--- src/rtl/iso14443a_tag_tx.sv ---
// ISO/IEC 14443-A tag-to-reader transmitter: Manchester-coded load modulation on an
// fc/16 subcarrier with SOF, per-byte odd parity and EOF, fed by a valid/ready byte stream.
`timescale 1ns/1ps
module iso14443a_tag_tx #(
  parameter int SUBC_HALF  = 8,
  parameter int BIT_CYCLES = 128,
  parameter bit PARITY_EN  = 1'b1
) (
  input  logic       osc_clk,
  input  logic       reset,
  input  logic [7:0] tx_data,
  input  logic       tx_last,
  input  logic       tx_valid,
  output logic       tx_ready,
  output logic       mod_out,
  output logic       busy,
  output logic       underrun
);
  // Handshake: a byte (tx_data, tx_last) transfers on any rising edge where tx_valid and
  // tx_ready are both high; tx_ready does not depend on tx_valid, and nothing is sampled
  // from tx_data/tx_last on cycles where the transfer does not happen.

  localparam int PW = $clog2(BIT_CYCLES);
  localparam int SW = $clog2(2 * SUBC_HALF);

  typedef enum logic [2:0] {IDLE, SOF, DATA, PAR, EOF} state_t;

  state_t        state;
  logic [PW-1:0] phase;
  logic [2:0]    bit_cnt;
  logic [7:0]    shift_reg;
  logic          par_bit;
  logic          cur_last;
  logic [7:0]    hold_data;
  logic          hold_last;
  logic          hold_full;
  logic          last_taken;

  logic          accept;
  logic          bit_end;
  logic          byte_end;
  logic          cur_bit;
  logic          first_half;
  logic          sub_on;
  logic          mod_next;
  logic          load_en;
  logic [7:0]    load_data;
  logic          load_last;
  logic [SW-1:0] sub_phase;

  assign tx_ready = !reset && !hold_full && !last_taken && (state != EOF);
  assign accept   = tx_valid && tx_ready;
  assign bit_end  = (phase == PW'(BIT_CYCLES - 1));
  assign byte_end = bit_end && ((state == PAR) ||
                    (state == DATA && bit_cnt == 3'd7 && !PARITY_EN));

  // Subcarrier and bit periods are powers of two, so the low phase bits are the
  // position inside one subcarrier period.
  assign sub_phase  = phase[SW-1:0];
  assign sub_on     = (sub_phase < SW'(SUBC_HALF));
  assign first_half = (phase < PW'(BIT_CYCLES / 2));

  always_comb begin
    cur_bit = 1'b0;
    case (state)
      SOF:     cur_bit = 1'b1;
      DATA:    cur_bit = shift_reg[0];
      PAR:     cur_bit = par_bit;
      default: cur_bit = 1'b0;
    endcase
  end

  // Logic 1 modulates the first half of the bit period, logic 0 the second half.
  assign mod_next = (state inside {SOF, DATA, PAR}) && sub_on && (cur_bit == first_half);

  // A new byte enters the shift register on the IDLE handshake or at a byte boundary,
  // preferring the holding register and otherwise taking a byte arriving that very cycle.
  always_comb begin
    load_en   = 1'b0;
    load_data = tx_data;
    load_last = tx_last;
    if (state == IDLE) begin
      load_en = accept;
    end else if (byte_end && !cur_last) begin
      if (hold_full) begin
        load_en   = 1'b1;
        load_data = hold_data;
        load_last = hold_last;
      end else begin
        load_en = accept;
      end
    end
  end

  always_ff @(posedge osc_clk) begin
    if (reset) begin
      state      <= IDLE;
      phase      <= '0;
      bit_cnt    <= '0;
      shift_reg  <= '0;
      par_bit    <= 1'b0;
      cur_last   <= 1'b0;
      hold_data  <= '0;
      hold_last  <= 1'b0;
      hold_full  <= 1'b0;
      last_taken <= 1'b0;
      mod_out    <= 1'b0;
      busy       <= 1'b0;
      underrun   <= 1'b0;
    end else begin
      mod_out  <= mod_next;
      underrun <= 1'b0;

      if (accept && tx_last) last_taken <= 1'b1;
      if (state != IDLE) phase <= bit_end ? '0 : phase + PW'(1);

      if (accept && state != IDLE && !(byte_end && !hold_full)) begin
        hold_data <= tx_data;
        hold_last <= tx_last;
        hold_full <= 1'b1;
      end

      case (state)
        IDLE: begin
          phase <= '0;
          if (accept) begin
            state <= SOF;
            busy  <= 1'b1;
          end
        end
        SOF: if (bit_end) state <= DATA;
        DATA: begin
          if (bit_end) begin
            if (bit_cnt != 3'd7) begin
              bit_cnt   <= bit_cnt + 3'd1;
              shift_reg <= {1'b0, shift_reg[7:1]};
            end else if (PARITY_EN) begin
              state <= PAR;
            end
          end
        end
        PAR: ;
        EOF: begin
          if (bit_end) begin
            state      <= IDLE;
            busy       <= 1'b0;
            last_taken <= 1'b0;
          end
        end
        default: state <= IDLE;
      endcase

      if (byte_end) begin
        if (cur_last) begin
          state <= EOF;
        end else if (hold_full || accept) begin
          state <= DATA;
          if (hold_full) hold_full <= 1'b0;
        end else begin
          underrun <= 1'b1;
          state    <= EOF;
        end
      end

      if (load_en) begin
        shift_reg <= load_data;
        par_bit   <= ~^load_data;
        cur_last  <= load_last;
        bit_cnt   <= '0;
      end
    end
  end
endmodule

--- config.mk ---
export PLATFORM = sky130hd
export DESIGN_NAME = iso14443a_tag_tx
export DESIGN_NICKNAME = d
export VERILOG_FILES = /design/src/rtl/iso14443a_tag_tx.sv
export SDC_FILE = /design/constraint.sdc
export NUM_CORES = 1
export LEC_CHECK = 0
export CAP_MARGIN = 15
export CELL_PAD_IN_SITES_DETAIL_PLACEMENT = 1
export CELL_PAD_IN_SITES_GLOBAL_PLACEMENT = 1
export CORE_ASPECT_RATIO = 0.6
export CORE_MARGIN = 5
export CORE_UTILIZATION = 30
export DETAILED_ROUTE_END_ITERATION = 7
export HOLD_SLACK_MARGIN = 0.02
export PLACE_DENSITY = 0.68
export SETUP_SLACK_MARGIN = 0.4
export SLEW_MARGIN = 20
export SYNTH_ARGS = -nofsm -noshare
export SYNTH_HDL_FRONTEND = slang
export SYNTH_SLANG_ARGS = --single-unit
--- constraint.sdc ---
create_clock -name osc_clk -period 1.85 [get_ports osc_clk]
set_input_delay 0.555 -clock osc_clk [delete_from_list [all_inputs] [get_ports osc_clk]]
set_output_delay 0.555 -clock osc_clk [all_outputs]
set_load 0.05 [all_outputs]
==> impl_metrics.toml, run 1 <==
[critical_path]
worstPathCellList = "or3b_4 > nor4b_4 > buf_12"
arrival_ns = 1.33
worstPathMaxFanout = 5
cp-start-kind = "flop"
max_stage_delay_ns = 0.40
worstSetupPathType = "flop to primary output"
cpMaxStageDelayCell = "or3b_4"
r2r_cells = 7
r2r_slack_ns = 0.03
crit_buf_inv = 1
cp-endpoint = "tx_ready"
cp-end-kind = "primary output"
crit_cells = 3
cp.required_ns = 1.29
path_delay_family = "simple AND/OR/NAND/NOR gates"
critPathLaunch = "state[1]$_SDFFE_PP0P_"
r2r-start = "state[2]$_SDFFE_PP0P_"
reg2reg_to = "shift_reg[3]$_SDFFE_PP0P_"

[power]
clockPowerShare = 0.192
combPwrFrac = 0.450
power.switching_mw = 1.03
p_int_mw = 1.83
power.density_nw_per_um2 = 1030
seq_power_share = 0.358
ir_worst_vdd_v = 0.000407
leakage_nw = 1.01
switching_share = 0.361

[floorplan]
die_h_um = 72.2
start_util = 0.312
row_count = 22
dieArea_sq_um = 8200
core_area_sq_um = 6190
dieWidth_um = 114
num_io_pins = 16

[timing]
worst_slack_ns = -0.0340
post-route-period-util = 1.02
tightest_slew_ns = 0.386
drv_slew = 0
hold_viol = 0
slew_headroom = 0.739
rsz0062_at_grt = "true"
finalCriticalPeriod_ns = 1.88
fmaxAchievable_mhz = 531
fin_skew_ns = 0.00548
final-setup-viol-count = 1

[grt]
busiest_layer = "met1"
grt_max_degree = 31
use_met1 = 0.246
grt_pass1_wl_um = 10000
track_usage = 0.157
grtUsageMet2 = 0.219
grt_pass1_vias = 1809
antenna_found_initial = 0
grt_overflow = 0
use_met3 = 0.0308

[clock_tree]
cts_buffers = 5
clock_path_buffers = 2
clock_latency_ns = 0.29
htree_levels = 2
cts-root-buf = "clkbuf_8"
clk_pin_slew_worst_paths_ns = 0.07
clkSinkCount = 37
cts_tree = "yes"
hold_buffers = 0

[logic_synthesis]
yosysTopAreaCell = "dfxtp_1"
synth_nets = 222
ys_types = 44
async_reset_ff_frac = 0
synth_edf_count = 0
muxShareOfSynthArea = 0.0674
synth_top_area_share = 0.383
synth_top_family_by_area = "simple AND/OR/NAND/NOR gates"
synth_compound_area_frac = 0.160
synth.area.top_cells = "dfxtp_1 (38%), xnor2_1 (8.2%), mux2i_1 (6.7%), nor2_1 (6.0%), a221o_1 (3.6%)"
netlist_area_sq_um = 1930
syn_avg_cell_area_sq_um = 9.33
yosysSeqAreaShare = 0.383
synth_xor_area_frac = 0.0997
synth_simple_gate_area_frac = 0.211
yosys_warnings = 0
syn_inst = 207
synthFlopType = "dfxtp_1"
ys_seq_elements = 37
synth_fa_ha_area_frac = 0.0194

[drt]
firstDrtPassIters = 4
viasPerCell = 5.22
drtIter0Drc = 99
vias = 1810
antenna_left = 0
wirelength_um = 6030
route.detailed.drc = 0
post_drt_wl_per_cell_um = 17.4

[run]
maxCapViolCount = 0

[finish]
final_cell_mix = "buf_4 (36), dfxtp_1 (29), nor2_1 (24), xnor2_1 (16), mux2i_1 (13)"
antennaDiodeCount = 0
final_common_cell = "buf_4"
fin_cells = 347
drive_gt1_frac = 0.388
area_growth_pct = 44.4
fin_nets = 277
fill_cells = 708

[placed_design]
gp_congestion = 0.882
hpwl_um = 4190
place_inst = 330
dpl_worst_slack_ns = -0.600
portBuffers = 15

[worst_hold_path]
hold_path_class = "flop to flop"

[status]
violations = "setup timing"
status = "finished, violations left"
## stage by stage
step,cell area (sq um),hold WS [ns],setup TNS [ns],utilization,power (mW)
after CTS,2680,0.496,-0.0404,0.433,2.76
after floorplan,1960,0.430,-1.28,-,1.68
final,2790,0.493,-0.0340,0.450,2.86
after detailed placement,2390,0.475,-14.18,0.386,2.05
after global routing,2790,0.518,-0.383,0.450,3.03
after global placement,2390,0.473,-12.50,0.386,2.04
## power groups by stage
stage | clock network [mW] | registers, mW | logic (mW)
2_1_floorplan | 0 | 1.04 | 0.642
3_3_place_gp | 0 | 1.02 | 1.02
3_5_place_dp | 0 | 1.02 | 1.03
4_1_cts | 0.569 | 1.01 | 1.18
5_1_grt | 0.601 | 1.04 | 1.39
6_report | 0.550 | 1.02 | 1.29
## cell usage after synthesis (3+ instances only)
cell / n
a22oi_1: 7
inv_1: 3
and3_1: 3
ha_1: 3
nor3_1: 12
xnor2_1: 18
buf_6: 6
nor2_1: 31
nand3_1: 7
mux2i_1: 13
a21oi_1: 9
a221o_1: 7
dfxtp_1: 37
nand2_1: 10
xor2_1: 4
## per-layer routing
layer	up-vias	part of all wire
li1	868	-
met1	885	0.53
met2	49	0.41
met3	8	0.056
met4	0	0.0086
met5	-	0
## what timing repair did
item / 4_1_cts / 5_1_grt
setup buffers: 6 / 3
gates resized for setup: 63 / 18
pin swaps: 18 / 8
endpoints found under the setup margin: 35 / 34
## logic make-up (layout without fill, tap and decap cells)
logic type | count (synthesis) | after routing
buf+inv | 14 | 70
simple gates | 80 | 80
xor+xnor | 22 | 22
fa+ha+maj | 3 | 3
mux | 13 | 13
compound gates | 38 | 38
flops | 37 | 37
## worst min-delay path by stage
| stage | slack (ns) | cells after the start | from | endpoint |
|---|---|---|---|---|
| after floorplan | 0.43 | 1 | phase[0]$_SDFFE_PP0N_ | phase[0]$_SDFFE_PP0N_ |
| after global placement | 0.47 | 1 | shift_reg[0]$_SDFFE_PP0P_ | shift_reg[0]$_SDFFE_PP0P_ |
| after detailed placement | 0.48 | 1 | shift_reg[5]$_SDFFE_PP0P_ | shift_reg[5]$_SDFFE_PP0P_ |
| after CTS | 0.50 | 1 | shift_reg[0]$_SDFFE_PP0P_ | shift_reg[0]$_SDFFE_PP0P_ |
| after global routing | 0.52 | 1 | shift_reg[5]$_SDFFE_PP0P_ | shift_reg[5]$_SDFFE_PP0P_ |
| final | 0.49 | 1 | shift_reg[0]$_SDFFE_PP0P_ | shift_reg[0]$_SDFFE_PP0P_ |
## area by class of cell
type / instances / area, sq um / area share
tap: 84 / 105 / 0.0377
clock buffer: 8 / 80.1 / 0.0287
sequential: 37 / 756 / 0.271
timing repair buffer: 59 / 543 / 0.195
inverter: 3 / 11.3 / 0.00404
multi-input combinational: 156 / 1290 / 0.464
## worst register-to-register path, delay by kind of cell, from the launching register on
| kind | cells | cell delay [ns] |
|---|---|---|
| simple gates | 2 | 0.50 |
| compound gates | 2 | 0.37 |
| buf+inv | 3 | 0.50 |
| flops | 1 | 0.34 |
No activity file was read; power rests on OpenSTA's default activity.
==> inputs of run 2 (changes only) <==
Settings changed: ABC_AREA set to 1, CORE_MARGIN 5 to unset, PLACE_DENSITY 0.68 to 0.72.
==> run 2 against run 1 <==
Effect of this change: the flow still finishes with violations (setup timing); clock-buffer cell count down 1; fmax is 12% lower; sequential power about the same; utilization grew 15 points; routed wire length rose by 95%; clock power is 60% higher; critical endpoint is now par_bit$_SDFFE_PP0P_; largest cell class unchanged.
==> impl_metrics.toml, run 2 <==
[power]
totalPowerFinal_mw = 4.29
ir_worst_vdd_v = 0.000805
power.density_nw_per_um2 = 1070
leakage_nw = 1.78

[logic_synthesis]
synthFlopType = "dfxtp_1"
synth_commonest_cells = "nand2_1 (95), dfxtp_1 (37), inv_1 (36), nor2_1 (32), a21oi_1 (23)"
ys_types = 30
ys_seq_elements = 37
synth.area.top_cells = "dfxtp_1 (35%), nand2_1 (17%), inv_1 (6.5%), nor2_1 (5.7%), a21oi_1 (5.5%)"
yosysTopAreaCell = "dfxtp_1"
netlist_area_sq_um = 2090
syn_inst = 319
synth_edf_count = 0
synth_nets = 334
synth_most_common_cell = "nand2_1"
yosys_warnings = 0
synth_top_area_share = 0.354
syn_avg_cell_area_sq_um = 6.57
async_reset_ff_frac = 0
yosysSeqAreaShare = 0.354

[clock_tree]
clock_latency_ns = 0.29
clk_pin_slew_worst_paths_ns = 0.06
cts_tree = "yes"
clock_path_buffers = 2
cts_buffers = 5
cts-root-buf = "clkbuf_16"
htree_levels = 2
clkSinkCount = 37

[finish]
final_common_cell = "nand2_1"
regArea_sq_um = 754
antennaDiodeCount = 0
fill_cells = 780
fin_nets = 447
fin_util = 0.600
drive_gt1_frac = 0.532
final_cell_mix = "nand2_1 (76), buf_4 (62), buf_6 (34), dfxtp_1 (32), inv_1 (24)"
multi_input_area_sq_um = 1680
fin_area_sq_um = 4020
area_growth_pct = 91.9

[critical_path]
cp-start-kind = "primary input"
path_common_cell = "nand2_1"
path_delay_family = "simple AND/OR/NAND/NOR gates"
worstPathMaxFanout = 4
worstSetupPathType = "primary input to flop"
crit_buf_inv = 4
max_stage_delay_ns = 0.43
cp.required_ns = 2.04
cpMaxStageDelayCell = "clkdlybuf4s50_1"
arrival_ns = 2.33
cp-end-kind = "flop"
worstPathCellList = "clkdlybuf4s50_1 > inv_1 > nand2_1 > nand2_1 > nand4_1 > nand2_2 > inv_1 > nand2_1 > nand2_1 > nand2_1 > nand2_1 > nand2_1 > nand3_2 > nand2_1 > inv_1"

[drt]
viasPerCell = 5.42
wirelength_um = 11800
met3_length_um = 724
route.detailed.drc = 0
firstDrtPassIters = 5
vias = 2815
antenna_left = 0
met1Wirelength_um = 4830
post_drt_wl_per_cell_um = 22.7
routed.top_layer = "met4"
drtIter0Drc = 197
wl_met2_um = 5680

[status]
violations = "setup timing"
status = "finished, violations left"

[run]
maxCapViolCount = 0

[timing]
tightest_slew_ns = 0.438
fmaxAchievable_mhz = 467
timing.setup.tns_ns = -1.69
worst_slack_ns = -0.290
slew_headroom = 0.707
drv_slew = 0
hold_viol = 0
fin_skew_ns = 0.00750
rsz0062_at_grt = "true"
final-setup-viol-count = 20
finalCriticalPeriod_ns = 2.14
post-route-period-util = 1.16

[grt]
grt_pass1_wl_um = 14500
grt_pass1_vias = 2742
antenna_found_initial = 0
grt_max_degree = 18
grt_overflow = 0
track_usage = 0.276

[floorplan]
row_count = 23
num_io_pins = 16
die_h_um = 66.7
start_util = 0.312
dieArea_sq_um = 7330
dieWidth_um = 110
core_area_sq_um = 6710

[placed_design]
gp_congestion = 0.777
post_dp_cell_area_sq_um = 2720
portBuffers = 15
hpwl_um = 4760

[worst_hold_path]
hold_path_class = "flop to flop"
[run 2: changes by cell type in the layout (fill, tap and decap cells not counted), moves of 15 or more]
cell | before | now
inv_1 | 3 | 24
buf_4 | 36 | 62
nand2_1 | 8 | 76
nand2_4 | 1 | 16
buf_6 | 8 | 34
[run 2: worst min-delay path, stage by stage (launching register included)]
cell     delay (ns)
dfxtp_1        0.31
nand2_1        0.05
a21oi_1        0.05
[run 2: where the power goes]
part	switching (mW)	internal, mW
Combinational	1.33	1.04
Clock	0.350	0.530
Sequential	0.106	0.927
Total	1.79	2.50
[run 2: logic make-up after synthesis]
group	after synthesis	synth area share
adder cells (fa/ha/maj)	3	0.0179
AND/OR/NAND/NOR	170	0.376
AO/OA/AOI/OAI	51	0.130
buffers and inverters	54	0.105
flip-flops	37	0.354
XOR/XNOR	4	0.0167
[run 2: stage by stage]
stage | cells | setup WS, ns | hold slack [ns]
global route | 519 | -0.295 | 0.482
detailed placement | 459 | -0.464 | 0.461
global placement | 459 | -0.449 | 0.447
CTS | 501 | -0.00181 | 0.468
finish | 519 | -0.290 | 0.459
floorplan | 319 | -0.140 | 0.430
[run 2: final timing paths]
check / slack [ns] / startpoint / depth (start not counted) / end
max: -0.29 / tx_data[0] / 15 / par_bit$_SDFFE_PP0P_
max reg2reg: -0.28 / phase[0]$_SDFFE_PP0N_ / 16 / par_bit$_SDFFE_PP0P_
min: 0.46 / shift_reg[7]$_SDFFE_PP0P_ / 2 / shift_reg[7]$_SDFFE_PP0P_
min reg2reg: 0.46 / shift_reg[7]$_SDFFE_PP0P_ / 2 / shift_reg[7]$_SDFFE_PP0P_
[run 2: cell type report]
type / instances / area share
flip-flops and latches: 37 / 0.188
repair buffers: 113 / 0.272
inverters: 46 / 0.0607
multi-input cells: 229 / 0.417
clock buffers: 7 / 0.0355
well taps: 87 / 0.0271
[run 2: metal layers]
layer  vias to the layer above  track usage
met4                         0        0.105
met1                      1375        0.337
met3                        43       0.0597
met2                       145        0.474
li1                       1252            -
met5                         -            0
[run 2: repair_timing]
| item | 4_1_cts | 5_1_grt |
|---|---|---|
| cloned | 5 | 0 |
| pin swaps | 38 | 26 |
| resized for setup | 161 | 46 |
| setup buffers | 30 | 18 |
| setup endpoints to repair | 37 | 34 |
| hold buffers | 0 | 0 |
